### src/rtl/reduce_pkg.sv
// Shared constants and elaboration helpers for the pipelined N-input reducer.
// Latency: n/a (package only).
// Backpressure: n/a (package only).
package reduce_pkg;

    typedef logic [1:0] mode_t;

    localparam mode_t MODE_OR  = 2'b00;
    localparam mode_t MODE_AND = 2'b01;
    localparam mode_t MODE_XOR = 2'b10;
    localparam mode_t MODE_NOR = 2'b11;

    // Number of 4-input tree levels needed to cover n leaves (at least one).
    function automatic int clog4(input int n);
        int lvls;
        int cap;
        lvls = 1;
        cap  = 4;
        for (int i = 0; i < 8; i++) begin
            if (cap < n) begin
                cap  = cap * 4;
                lvls = lvls + 1;
            end
        end
        return lvls;
    endfunction

    // Number of group results produced by tree level lvl for a w-bit input.
    function automatic int groups_at(input int w, input int lvl);
        int n;
        n = w;
        for (int i = 0; i < 8; i++) begin
            if (i <= lvl) begin
                n = (n + 3) / 4;
            end
        end
        return n;
    endfunction

    // Bit offset of level lvl's results inside the flattened result vector.
    function automatic int offset(input int w, input int lvl);
        int o;
        o = 0;
        for (int k = 0; k < 8; k++) begin
            if (k < lvl) begin
                o = o + groups_at(w, k);
            end
        end
        return o;
    endfunction

    // Padding value that leaves a reduction unchanged; NOR reduces as OR internally.
    function automatic logic ident(input mode_t mode);
        return (mode == MODE_AND);
    endfunction

endpackage

### src/rtl/reduce4_stage_v.sv
// One registered 4-input reduce of a group; lanes beyond NUSED take the padding value.
// Latency: 1 cycle from i_en to o_f.
// Backpressure: none; the register holds its value whenever i_en is low.
module reduce4_stage_v
    import reduce_pkg::*;
#(
    parameter int NUSED = 4
) (
    input  logic             i_clk,
    input  logic             i_rst_n,
    input  logic             i_en,
    input  mode_t            i_mode,
    input  logic             i_pad,
    input  logic [NUSED-1:0] i_dat,
    output logic             o_f
);

    logic [3:0] grp;
    logic       red;
    logic       f_d;
    logic       f_q;

    // Fill missing lanes with the mode's identity so partial groups reduce correctly.
    for (genvar j = 0; j < 4; j++) begin : g_lane
        if (j < NUSED) begin : g_real
            assign grp[j] = i_dat[j];
        end else begin : g_pad
            assign grp[j] = i_pad;
        end
    end

    // Reduce the group; NOR is treated as OR, the inversion happens once at the tree root.
    always_comb begin
        red = 1'b0;
        case (i_mode)
            MODE_AND: red = &grp;
            MODE_XOR: red = ^grp;
            default:  red = |grp;
        endcase
        f_d = i_en ? red : f_q;
    end

    // Result register; only loads for valid samples so idle-cycle X never enters.
    always_ff @(posedge i_clk or negedge i_rst_n) begin
        if (!i_rst_n) begin
            f_q <= 1'b0;
        end else begin
            f_q <= f_d;
        end
    end

    assign o_f = f_q;

endmodule

### src/rtl/reduce_n_pipe_v.sv
// Pipelined WIDTH-to-1 reducer (OR/AND/XOR/NOR per sample) with sticky any-one flag.
// Latency: LEVELS cycles from i_valid to o_valid, one sample per cycle.
// Backpressure: none; idle cycles travel as bubbles and o_f holds the last result.
module reduce_n_pipe_v
    import reduce_pkg::*;
#(
    parameter int WIDTH = 16
) (
    input  logic             i_clk,
    input  logic             i_rst_n,
    input  logic             i_valid,
    input  logic [WIDTH-1:0] i_data,
    input  logic [1:0]       i_mode,
    input  logic             i_clr,
    output logic             o_valid,
    output logic             o_f,
    output logic             o_sticky
);

    localparam int LEVELS = clog4(WIDTH);
    localparam int TOT    = offset(WIDTH, LEVELS);

    // All group results of all levels, level 0 first; the last bit is the tree root.
    logic [TOT-1:0]          res_flat;

    logic [LEVELS-1:0]       vld_d;
    logic [LEVELS-1:0]       vld_q;
    mode_t [LEVELS-1:0]      mode_d;
    mode_t [LEVELS-1:0]      mode_q;
    logic                    sticky_d;
    logic                    sticky_q;
    logic                    result;

    for (genvar l = 0; l < LEVELS; l++) begin : g_lvl
        localparam int NIN     = (l == 0) ? WIDTH : groups_at(WIDTH, l - 1);
        localparam int NOUT    = groups_at(WIDTH, l);
        localparam int OFF_OUT = offset(WIDTH, l);

        logic [NIN-1:0] din;
        logic           en;
        mode_t          md;
        logic           pad;

        if (l == 0) begin : g_src
            assign din = i_data;
            assign en  = i_valid;
            assign md  = mode_t'(i_mode);
        end else begin : g_src
            assign din = res_flat[offset(WIDTH, l - 1) +: NIN];
            assign en  = vld_q[l-1];
            assign md  = mode_q[l-1];
        end

        assign pad = ident(md);

        for (genvar g = 0; g < NOUT; g++) begin : g_grp
            localparam int NU = ((NIN - 4 * g) >= 4) ? 4 : (NIN - 4 * g);

            reduce4_stage_v #(
                .NUSED (NU)
            ) u_stage (
                .i_clk   (i_clk),
                .i_rst_n (i_rst_n),
                .i_en    (en),
                .i_mode  (md),
                .i_pad   (pad),
                .i_dat   (din[4*g +: NU]),
                .o_f     (res_flat[OFF_OUT + g])
            );
        end
    end

    // Valid bits always shift; each level's mode loads alongside its data.
    always_comb begin
        vld_d     = '0;
        mode_d    = mode_q;
        vld_d[0]  = i_valid;
        if (i_valid) begin
            mode_d[0] = mode_t'(i_mode);
        end
        for (int l = 1; l < LEVELS; l++) begin
            vld_d[l] = vld_q[l-1];
            if (vld_q[l-1]) begin
                mode_d[l] = mode_q[l-1];
            end
        end
    end

    // Per-level valid and mode registers.
    always_ff @(posedge i_clk or negedge i_rst_n) begin
        if (!i_rst_n) begin
            vld_q  <= '0;
            mode_q <= '0;
        end else begin
            vld_q  <= vld_d;
            mode_q <= mode_d;
        end
    end

    // Root result with the deferred NOR inversion.
    assign result = res_flat[TOT-1] ^ (mode_q[LEVELS-1] == MODE_NOR);

    // Sticky flag: a valid result arriving with clear overrides the clear.
    always_comb begin
        sticky_d = sticky_q;
        if (i_clr && vld_q[LEVELS-1]) begin
            sticky_d = result;
        end else if (i_clr) begin
            sticky_d = 1'b0;
        end else if (vld_q[LEVELS-1]) begin
            sticky_d = sticky_q | result;
        end
    end

    // Sticky register.
    always_ff @(posedge i_clk or negedge i_rst_n) begin
        if (!i_rst_n) begin
            sticky_q <= 1'b0;
        end else begin
            sticky_q <= sticky_d;
        end
    end

    assign o_valid  = vld_q[LEVELS-1];
    assign o_f      = result;
    assign o_sticky = sticky_q;

endmodule

### config.mk
export PLATFORM = sky130hd
export DESIGN_NAME = reduce_n_pipe_v
export DESIGN_NICKNAME = d
export VERILOG_FILES = /design/src/rtl/reduce_pkg.sv /design/src/rtl/reduce4_stage_v.sv /design/src/rtl/reduce_n_pipe_v.sv
export SDC_FILE = /design/constraint.sdc
export NUM_CORES = 1
export LEC_CHECK = 0
export ABC_CLOCK_PERIOD_IN_PS = 1120
export CORE_MARGIN = 5
export CORE_UTILIZATION = 43
export DETAILED_ROUTE_END_ITERATION = 6
export GPL_TIMING_DRIVEN = 0
export PLACE_DENSITY_LB_ADDON = 0.05
export SYNTH_ARGS = -nofsm -noshare
export SYNTH_HDL_FRONTEND = slang
export SYNTH_SLANG_ARGS = --single-unit
export TNS_END_PERCENT = 50
### constraint.sdc
create_clock -name i_clk -period 1.12 [get_ports i_clk]
set_input_delay 0.224 -clock i_clk [delete_from_list [all_inputs] [get_ports i_clk]]
set_output_delay 0.224 -clock i_clk [all_outputs]
set_load 0.05 [all_outputs]
# Yosys cells after proc, flatten, opt, wreduce, memory -nomap -nowiden

Cells that the tools add are included.

Output and inout bits: 3
Logic and storage cells: 41
Register bits: 12
Input port bits: 22

Multiplexer cells: 8
Equality and inequality tests: 5
Reductions and logical operators: 17
Bitwise operators: 2

Operators by type and width:

| kind                                          | count |
|---|---|
| AND reduction 4 bit                           | 5 |
| OR reduction 4 bit                            | 5 |
| XOR reduction 4 bit                           | 5 |
| one-hot mux 1 bit (2 select lines)            | 5 |
| == test 2 bit, second input constant          | 3 |
| == test 2 x 1 -> 1 bit, second input constant | 2 |
| 2-to-1 mux 1 bit                              | 3 |
| nonzero test 3 bit                            | 1 |
| logical AND 1 bit                             | 1 |
| bitwise OR 1 bit                              | 1 |
| bitwise XOR 1 bit                             | 1 |

# Longest topological paths before layout

Gate-level depths: netlist of the first run.

Depth after elaboration: 6
Mapped depth: 5
Gate-level depth less buffers: 5

# Modules after synthesis

Synthesis of the first run repeated with hierarchy kept, for this count alone.

Cells, all modules: 119
Area, all modules: 1144.8 um^2

By module, submodules not included:

| module          | area each (um^2) | seq. area each (um^2) | instances | cells each |
|---|---|---|---|---|
| reduce4_stage_v | 173.9            | 25.0                  | 5         | 20 |
| reduce_n_pipe_v | 275.3            | 175.2                 | 1         | 19 |

# Least setup slack after synthesis of the first run

OpenSTA, ideal clock, no wires.

Path type: flip-flop to flip-flop
Start: register g_lvl[1].g_grp[0].u_stage.f_q
End: register sticky_q (netlist: o_sticky)
Cell stages (with the launch flop): 3
Arrival time: 1.474 ns
Slack: -0.425 ns
Library setup time: 0.071 ns
Buffers on the path: 0
Data required time: 1.049 ns
Cell sequence: dfrtp_1 -> xnor2_1 -> a22o_1

Word-level cells in the longest chain between the ends: 5

RTL lines:

| item                     | RTL line               | RTL |
|---|---|---|
| start: declaration       | reduce4_stage_v.sv:21  | `logic f_q;` |
| start signal: assignment | reduce4_stage_v.sv:46  | `f_q <= 1'b0;` |
| start signal: assignment | reduce4_stage_v.sv:48  | `f_q <= f_d;` |
| bitwise XOR 1 bit (*)    | reduce_n_pipe_v.sv:101 | `assign result = res_flat[TOT-1] ^ (mode_q[LEVELS-1] == MODE_NOR);` |
| net o_f                  | reduce_n_pipe_v.sv:16  | `output logic o_f,` |
| bitwise OR 1 bit         | reduce_n_pipe_v.sv:111 | `sticky_d = sticky_q \| result;` |
| 2-to-1 mux 1 bit         | reduce_n_pipe_v.sv:110 | `end else if (vld_q[LEVELS-1]) begin` |
| 2-to-1 mux 1 bit         | reduce_n_pipe_v.sv:108 | `end else if (i_clr) begin` |
| 2-to-1 mux 1 bit (*)     | reduce_n_pipe_v.sv:106 | `if (i_clr && vld_q[LEVELS-1]) begin` |
| end signal: assignment   | reduce_n_pipe_v.sv:120 | `sticky_q <= sticky_d;` |
| end: declaration         | reduce_n_pipe_v.sv:31  | `logic sticky_q;` |

Mark *: on every way through the listed nets, which the timed path passes. The rest lies on a longest branch. The select of a mux whose other input is x is not followed.
A chain may end at the register's enable or synchronous reset.

# Worst setup path in the final report of the first run

Start: register mode_q[2] (netlist name)
End: output o_f

Word-level cells in the longest chain between the ends: 2

RTL lines:

| item                     | RTL line               | RTL |
|---|---|---|
| start: declaration       | reduce_n_pipe_v.sv:29  | `mode_t [LEVELS-1:0] mode_q;` |
| start signal: assignment | reduce_n_pipe_v.sv:96  | `mode_q <= mode_d;` |
| == test 2 bit            | reduce_n_pipe_v.sv:101 |  |
| bitwise XOR 1 bit        | reduce_n_pipe_v.sv:101 |  |
| end: declaration         | reduce_n_pipe_v.sv:16  |  |

Every way passes these cells.

==> PnR_summary.wiki, run 1 <==
{| class="wikitable"
! Metric !! Value
|-
| Run status || complete, but fails checks
|-
| Violations in the final reports || negative setup slack
|-
| Detail Route met2 WL || 935 um
|-
| Number of distinct standard cells referenced by the synthesized netlist || 17
|-
| Utilization after layout || 64.0%
|-
| Top cell type's share of synthesized area || 31.4%
|-
| Setup clock skew after layout || 0.00306 ns
|-
| Data required time of the worst path || 0.90 ns
|-
| Top metal layer carrying routed signals || met4
|-
| # nets final || 178
|-
| Largest net degree at the start of global routing || 13
|-
| Least setup slack across all paths after layout || -0.189 ns
|-
| Slowest stage cell, crit path || sky130_fd_sc_hd__dfrtp_1
|-
| Proportion of power drawn by the clock network || 23.9%
|-
| Synth warnings || 0
|-
| Total of hold buffers inserted after clock tree synthesis || 0
|-
| Root buf cell || sky130_fd_sc_hd__clkbuf_4
|-
| Most frequent cell after synthesis || sky130_fd_sc_hd__inv_1
|-
| Vias in the first global route || 824
|-
| Share of post-route cells with drive strength above 1 || 21.4%
|-
| Actual transition at the worst max-transition pin || 0.540 ns
|-
| Routed length per placed instance || 11.5 um
|-
| Clock transition time at the flip-flop clock pins of the worst setup and hold paths || 0.07 ns
|-
| Min Clock Period, post-route || 1.31 ns
|-
| Die extent in x || 57.2 um
|-
| PnR Total Power || 0.00143 W
|-
| Final TNS setup || -0.218 ns
|-
| Deepest level of the CTS H-tree || 1
|-
| Sw Ratio || 33.6%
|-
| Multi-input combinational cell area || 662 sq um
|-
| TritonCTS clock tree || built
|-
| Total track usage || 13.0%
|-
| Nature of the critical path endpoint || output pin
|-
| Post-synthesis area per instance || 9.29 sq um
|-
| Global-route wire length before repair || 3340 um
|-
| Register bit total from synthesis || 12
|-
| Area taken by flip-flops and latches || 302 sq um
|-
| Relative slew slack || 63.9%
|-
| Number of placed instances, taps included || 155
|-
| Total wire length after detailed routing || 1840 um
|-
| Total power per unit cell area || 1030 mW/mm^2
|-
| Clock tree buffer depth || 2
|-
| Cell Chain, Critical Path || nand2_2 -> xnor2_4 -> buf_6
|-
| Row cnt || 17
|-
| Total CTS buffers || 3
|-
| IR Drop Worst-Case VDD || 0.652 mV
|-
| Power share of the combinational group || 37.6%
|-
| Max Fanout on Critical Path || 2
|-
| WP data arrival || 1.09 ns
|-
| P&R area growth vs syn || 45.0%
|-
| Residual antenna-violating net count after detailed routing || 0
|-
| Number of maximum-capacitance violations || 0
|-
| Via count || 771
|-
| Worst setup path class || reg -> out
|-
| Initial Utilization || 44.1%
|-
| Sequential Power Share || 38.5%
|-
| Total core area || 0.00217 sq mm
|-
| Hold violation count in the final report || 0
|-
| Ys flop type || sky130_fd_sc_hd__dfrtp_1
|-
| Total congestion overflow after global routing || 0
|-
| Fmax || 764 MHz
|-
| Leakage || 0.758 nW
|-
| Ratio of routed vias to standard cells || 4.85
|-
| Max Transition Viols Final || 0
|-
| Sw Pwr || 0.000481 W
|-
| Post-Synthesis Cell Area || 957 sq um
|-
| Sequential area share after synthesis || 31.4%
|-
| EDFF count, synth || 0
|-
| Fill count || 198
|-
| Highest cell delay on the worst timing path || 0.39 ns
|-
| Routability-driven placement congestion ratio || 0.703
|-
| Detailed Route Iter0 Violations || 5
|-
| Setup-failing EPs final || 2
|-
| Final HPWL DP || 1520 um
|-
| Height of the chip || 57.2 um
|-
| Num Clock Sinks || 12
|-
| Source-to-sink clock delay at the later pin of the worst-skew pair || 0.27 ns
|-
| Synth top cells by count || sky130_fd_sc_hd__inv_1 (26), sky130_fd_sc_hd__ha_1 (24), sky130_fd_sc_hd__dfrtp_1 (12)
|-
| Internal Power || 0.000951 W
|-
| Synthesized netlist net count || 149
|-
| Async set or reset register ratio after synthesis || 100%
|-
| Total length of routed met3 wires || 92 um
|-
| DRC violation count after routing || 0
|-
| IO Pins || 25
|-
| Dominant cell type by area after synthesis || sky130_fd_sc_hd__dfrtp_1
|-
| Post-Synthesis Cells || 103
|-
| Critical path launch point type || register
|-
| Input/output buffers || 24
|-
| Met1 wire length || 745 um
|-
| Ant. Diodes || 0
|-
| Cells taking the most area after synthesis || sky130_fd_sc_hd__dfrtp_1 (31%), sky130_fd_sc_hd__ha_1 (31%), sky130_fd_sc_hd__inv_1 (10%)
|-
| RSZ-0062 raised after global routing || yes
|-
| Hold Path Class || in -> async
|-
| DRT Pass-1 Iters || 4
|-
| Overall die area || 0.00327 sq mm
|-
| Final cycle utilization of the critical path || 117%
|-
| Finished Layout Cells || 159
|-
| Initial antenna violation count || 0
|}
final timing paths:
check,from,endpoint,slack (ns),cells past startpoint
worst max-delay path,mode_q[2]$_DFFE_PN0P_,o_f,-0.19,3
worst min-delay path,i_rst_n,mode_q[3]$_DFFE_PN0P_,0.30,1
worst max register to register,g_lvl[0].g_grp[2].u_stage.o_f$_DFFE_PN0P_,g_lvl[1].g_grp[0].u_stage.o_f$_DFFE_PN0P_,-0.03,5
worst min register to register,vld_q[1]$_DFF_PN0_,o_sticky$_DFFE_PN0P_,0.50,1
max in group asynchronous,i_rst_n,g_lvl[1].g_grp[0].u_stage.o_f$_DFFE_PN0P_,0.44,1
min in group i_clk,i_mode[0],g_lvl[1].md[0]$_DFFE_PN0P_,0.34,3
worst max-delay path, delay by kind of cell (launching register included):
| family | cells | cell delay (ns) |
|---|---|---|
| buf+inv | 1 | 0.18 |
| flops | 1 | 0.39 |
| xor+xnor | 1 | 0.13 |
| simple gates | 1 | 0.11 |
repair_timing:
item	in CTS	in global routing
gates resized for setup	40	16
setup buffers	0	0
setup endpoints to repair	8	6
pin swaps	13	4
power groups by stage:
stage / sequential, W / combinational [W] / clock, W
finish: 0.000551 / 0.000539 / 0.000342
floorplan: 0.000583 / 0.000283 / 0
global route: 0.000561 / 0.000598 / 0.000378
global placement: 0.000551 / 0.000497 / 0
detailed placement: 0.000556 / 0.000505 / 0
CTS: 0.000552 / 0.000529 / 0.000355
per-layer routing:
layer	up-vias	GRT usage [%]
met5	-	0
met1	352	13.7
li1	391	-
met3	6	2.94
met2	22	23.2
met4	0	7.95
layout by cell type, fill, tap and decap left out:
| master | Yosys | routed |
|---|---|---|
| sky130_fd_sc_hd__a21oi_2 | 0 | 1 |
| sky130_fd_sc_hd__a22o_1 | 1 | 1 |
| sky130_fd_sc_hd__a311oi_2 | 0 | 1 |
| sky130_fd_sc_hd__a31oi_1 | 4 | 4 |
| sky130_fd_sc_hd__buf_4 | 0 | 1 |
| sky130_fd_sc_hd__buf_6 | 1 | 2 |
| sky130_fd_sc_hd__clkbuf_4 | 0 | 4 |
| sky130_fd_sc_hd__clkbuf_8 | 0 | 1 |
| sky130_fd_sc_hd__clkdlybuf4s50_1 | 0 | 3 |
| sky130_fd_sc_hd__dfrtp_1 | 12 | 11 |
| sky130_fd_sc_hd__dfrtp_2 | 0 | 1 |
| sky130_fd_sc_hd__dlygate4sd2_1 | 0 | 10 |
| sky130_fd_sc_hd__dlymetal6s2s_1 | 0 | 8 |
| sky130_fd_sc_hd__ha_1 | 24 | 17 |
| sky130_fd_sc_hd__ha_2 | 0 | 1 |
| sky130_fd_sc_hd__ha_4 | 0 | 6 |
| sky130_fd_sc_hd__inv_1 | 26 | 21 |
| sky130_fd_sc_hd__inv_2 | 0 | 5 |
| sky130_fd_sc_hd__mux2_2 | 2 | 2 |
| sky130_fd_sc_hd__nand2_1 | 8 | 7 |
| sky130_fd_sc_hd__nand2_2 | 0 | 1 |
| sky130_fd_sc_hd__nand3_1 | 4 | 4 |
| sky130_fd_sc_hd__nand4_1 | 5 | 5 |
| sky130_fd_sc_hd__nor2b_4 | 0 | 1 |
| sky130_fd_sc_hd__o21ai_0 | 4 | 4 |
| sky130_fd_sc_hd__o21ai_1 | 3 | 3 |
| sky130_fd_sc_hd__xnor2_4 | 0 | 1 |
| sky130_fd_sc_hd__xor2_1 | 5 | 5 |
cell families (layout without fill, tap and decap cells):
| logic type | count (synthesis) | in the layout | synth area share [%] |
|---|---|---|---|
| flip-flops | 12 | 12 | 31.4 |
| multiplexers | 2 | 2 | 2.35 |
| AO/OA/AOI/OAI | 14 | 14 | 8.63 |
| AND/OR/NAND/NOR | 18 | 18 | 9.41 |
| XOR/XNOR | 6 | 6 | 5.49 |
| adder cells (fa/ha/maj) | 24 | 24 | 31.4 |
| buffers and inverters | 27 | 55 | 11.4 |
flip-flops by register name (all words and copies together), names as in the netlist:
| name | cells |
|---|---|
| g_lvl.md | 2 |
| mode_q | 2 |
| o_sticky | 1 |
| vld_q | 2 |
| g_lvl.g_grp.u_stage.o_f | 5 |
stage by stage:
stage	hold WS, ns	instance area [sq um]	setup slack (ns)
3_5_place_dp	0.489	1250	-0.576
5_1_grt	0.339	1390	-0.249
4_1_cts	0.309	1330	-0.209
3_3_place_gp	0.478	1250	-0.574
6_report	0.297	1390	-0.189
2_1_floorplan	-0.0716	976	-0.000675
area by class of cell:
type                            count  share of cell area (%)
Buffer                              1                   0.812
Timing Repair Buffer               24                    17.6
Clock buffer                        4                    2.61
Inverter                           26                    7.03
Multi-Input combinational cell     64                    47.7
Sequential cell                    12                    21.7
Tap cell                           28                    2.52
No activity file was read; power rests on OpenSTA's default activity.
==> run 2: changes to the inputs <==
CORE_MARGIN = 3   (was 5)
==> run 2 against run 1 <==
  * The flow still finishes with violations (negative setup slack)
  * Clock skew decreased by 0.0012 ns
  * Sequential power decreased by 1%
  * Non-clock buffer count stayed put
  * Critical path depth did not move
  * Global-route usage is 0.60 points higher
  * Final cell count decreased by 1.3%
  * Clock power is 22% lower
  * Clock-buffer cell count down 1
  * Critical path type unchanged
  * Critical endpoint unchanged
  * Largest power group unchanged
==> PnR_summary.wiki, run 2 (synthesis gave the netlist of run 1 again) <==
{| class="wikitable"
! Metric !! Value
|-
| Total congestion overflow after global routing || 0
|-
| Hold Path Class || in -> async
|-
| Violations in the final reports || negative setup slack
|-
| Input/output buffers || 24
|-
| Cell type group with the largest total delay on the critical path || flip-flops
|-
| Slowest stage cell, crit path || sky130_fd_sc_hd__dfrtp_1
|-
| Relative slew slack || 65.3%
|-
| Routed length per placed instance || 10.5 um
|-
| Highest cell delay on the worst timing path || 0.39 ns
|-
| Max Transition Viols Final || 0
|-
| Met1 usage || 14.5%
|-
| Internal Power || 0.000862 W
|-
| Ratio of routed vias to standard cells || 4.68
|-
| Buf+Inv Stages, Crit Path || 1
|-
| DRC violation count after routing || 0
|-
| Ant. Diodes || 0
|-
| Number of maximum-capacitance violations || 0
|-
| Nature of the critical path endpoint || output pin
|-
| Initial Utilization || 46.9%
|-
| Min Clock Period, post-route || 1.30 ns
|-
| Global-route wire length before repair || 2730 um
|-
| Sequential Power Share || 41.4%
|-
| Max reg flops || 5
|-
| Sw Pwr || 0.000454 W
|-
| Actual transition at the worst max-transition pin || 0.519 ns
|-
| Cell Chain, Critical Path || nand2_2 -> xnor2_4 -> buf_6
|-
| TritonCTS clock tree || built
|-
| Total track usage || 13.6%
|-
| Num Clock Sinks || 12
|-
| Most congested layer reported by global routing || met2
|-
| DRT Pass-1 Iters || 4
|-
| Fmax || 767 MHz
|-
| Via count || 734
|-
| Total power per unit cell area || 1000 mW/mm^2
|-
| Post-CTS setup buffer count || 0
|-
| # nets final || 178
|-
| Share of post-route cells with drive strength above 1 || 11.5%
|-
| Leakage || 0.750 nW
|-
| Clock transition time at the flip-flop clock pins of the worst setup and hold paths || 0.07 ns
|-
| Worst setup path class || reg -> out
|-
| Least setup slack across all paths after layout || -0.183 ns
|-
| Largest net degree at the start of global routing || 13
|-
| Power share of the combinational group || 38.4%
|-
| WP data arrival || 1.08 ns
|-
| Final TNS setup || -0.330 ns
|-
| IR Drop Worst-Case VDD || 0.596 mV
|-
| Worst setup slack before clock tree synthesis || -0.564 ns
|-
| Clock tree buffer depth || 2
|-
| Row cnt || 16
|-
| Height of the chip || 53.2 um
|-
| Setup clock skew after layout || 0.00189 ns
|-
| Met3 Resource Use GR || 1.69%
|-
| Routability-driven placement congestion ratio || 0.701
|-
| Total CTS buffers || 3
|-
| Deepest level of the CTS H-tree || 1
|-
| Worst hold margin || 0.286 ns
|-
| Total wire length after detailed routing || 1650 um
|-
| Finished Layout Cells || 157
|-
| Total of hold buffers inserted after clock tree synthesis || 0
|-
| Fill count || 183
|-
| Final HPWL DP || 1390 um
|-
| Most used cells in the layout excluding fill and tap cells || sky130_fd_sc_hd__inv_1 (25), sky130_fd_sc_hd__ha_1 (22), sky130_fd_sc_hd__dfrtp_1 (12)
|-
| Leading cell type in the layout, fill and taps excluded || sky130_fd_sc_hd__inv_1
|-
| Proportion of power drawn by the clock network || 20.3%
|-
| P&R area growth vs syn || 37.3%
|-
| Met2 routing resource usage after global routing || 24.0%
|-
| Root buf cell || sky130_fd_sc_hd__clkbuf_4
|-
| Number of placed instances, taps included || 154
|-
| Run status || complete, but fails checks
|-
| Source-to-sink clock delay at the later pin of the worst-skew pair || 0.28 ns
|-
| Sw Ratio || 34.5%
|-
| Overall die area || 0.00283 sq mm
|-
| RSZ-0062 raised after global routing || yes
|-
| Die extent in x || 53.2 um
|-
| Max Fanout on Critical Path || 2
|-
| Vias in the first global route || 706
|-
| Residual antenna-violating net count after detailed routing || 0
|-
| Setup-failing EPs final || 3
|-
| Data required time of the worst path || 0.90 ns
|-
| Hold violation count in the final report || 0
|-
| Total core area || 0.00204 sq mm
|-
| Detailed Route Iter0 Violations || 9
|-
| IO Pins || 25
|-
| Critical path launch point type || register
|-
| Final cycle utilization of the critical path || 116%
|-
| Initial antenna violation count || 0
|}
==> run 2: cell count changes in the layout (fill, tap and decap cells not counted), sizes merged <==
cell           previous run  this run
buf                       3         2
clkdlybuf4s50             3         7
dlygate4sd2              10         6
==> run 2: worst paths after layout <==
path	start	to	slack [ns]	cells after the start
worst max-delay path	mode_q[2]$_DFFE_PN0P_	o_f	-0.18	3
worst min-delay path	i_rst_n	g_lvl[1].md[0]$_DFFE_PN0P_	0.29	1
worst max register to register	g_lvl[1].md[0]$_DFFE_PN0P_	g_lvl[1].g_grp[0].u_stage.o_f$_DFFE_PN0P_	-0.06	4
worst min register to register	vld_q[0]$_DFF_PN0_	vld_q[1]$_DFF_PN0_	0.50	0
max in group asynchronous	i_rst_n	vld_q[1]$_DFF_PN0_	0.49	1
min in group i_clk	i_mode[0]	g_lvl[1].md[0]$_DFFE_PN0P_	0.35	3
==> run 2: what timing repair did <==
action,4_1_cts,5_1_grt
endpoints found under the setup margin,8,7
pin swaps,7,10
resized for setup,27,12
==> run 2: area by class of cell <==
| class | count | area [sq um] | area share [%] |
|---|---|---|---|
| plain buffers | 1 | 11.3 | 0.857 |
| clock buffers | 3 | 22.5 | 1.71 |
| inverters | 26 | 97.6 | 7.43 |
| multi-input cells | 64 | 599 | 45.6 |
| flip-flops and latches | 12 | 300 | 22.9 |
| well taps | 27 | 33.8 | 2.57 |
| repair buffers | 24 | 249 | 19.0 |
==> run 2: metrics by stage <==
step | util, % | power (W) | area, sq um
6_report | 64.3 | 0.00132 | 1310
5_1_grt | 64.3 | 0.00141 | 1310
4_1_cts | 62.5 | 0.00133 | 1280
3_5_place_dp | 61.2 | 0.00106 | 1250
3_3_place_gp | 61.2 | 0.00105 | 1250
2_1_floorplan | - | 0.000866 | 976
==> run 2: worst reg2reg max path, delay by kind of cell, from the launching register on <==
family / cells / cell delay (ns)
AO/OA/AOI/OAI: 2 / 0.31
adder cells (fa/ha/maj): 1 / 0.31
buffers and inverters: 1 / 0.07
flip-flops: 1 / 0.37
==> run 2: power by group through the flow <==
| stage | registers (W) | logic, W | clock network (W) |
|---|---|---|---|
| finish | 0.000545 | 0.000505 | 0.000267 |
| floorplan | 0.000583 | 0.000283 | 0 |
| global placement | 0.000551 | 0.000496 | 0 |
| global route | 0.000553 | 0.000568 | 0.000286 |
| detailed placement | 0.000553 | 0.000507 | 0 |
| CTS | 0.000546 | 0.000508 | 0.000275 |
==> run 2: per-layer routing <==
metal  routed length, um  part of all wire, %
met5                   0                    0
met4                  40                  2.4
met3                  96                  5.8
met2                 760                   46
met1                 755                   46
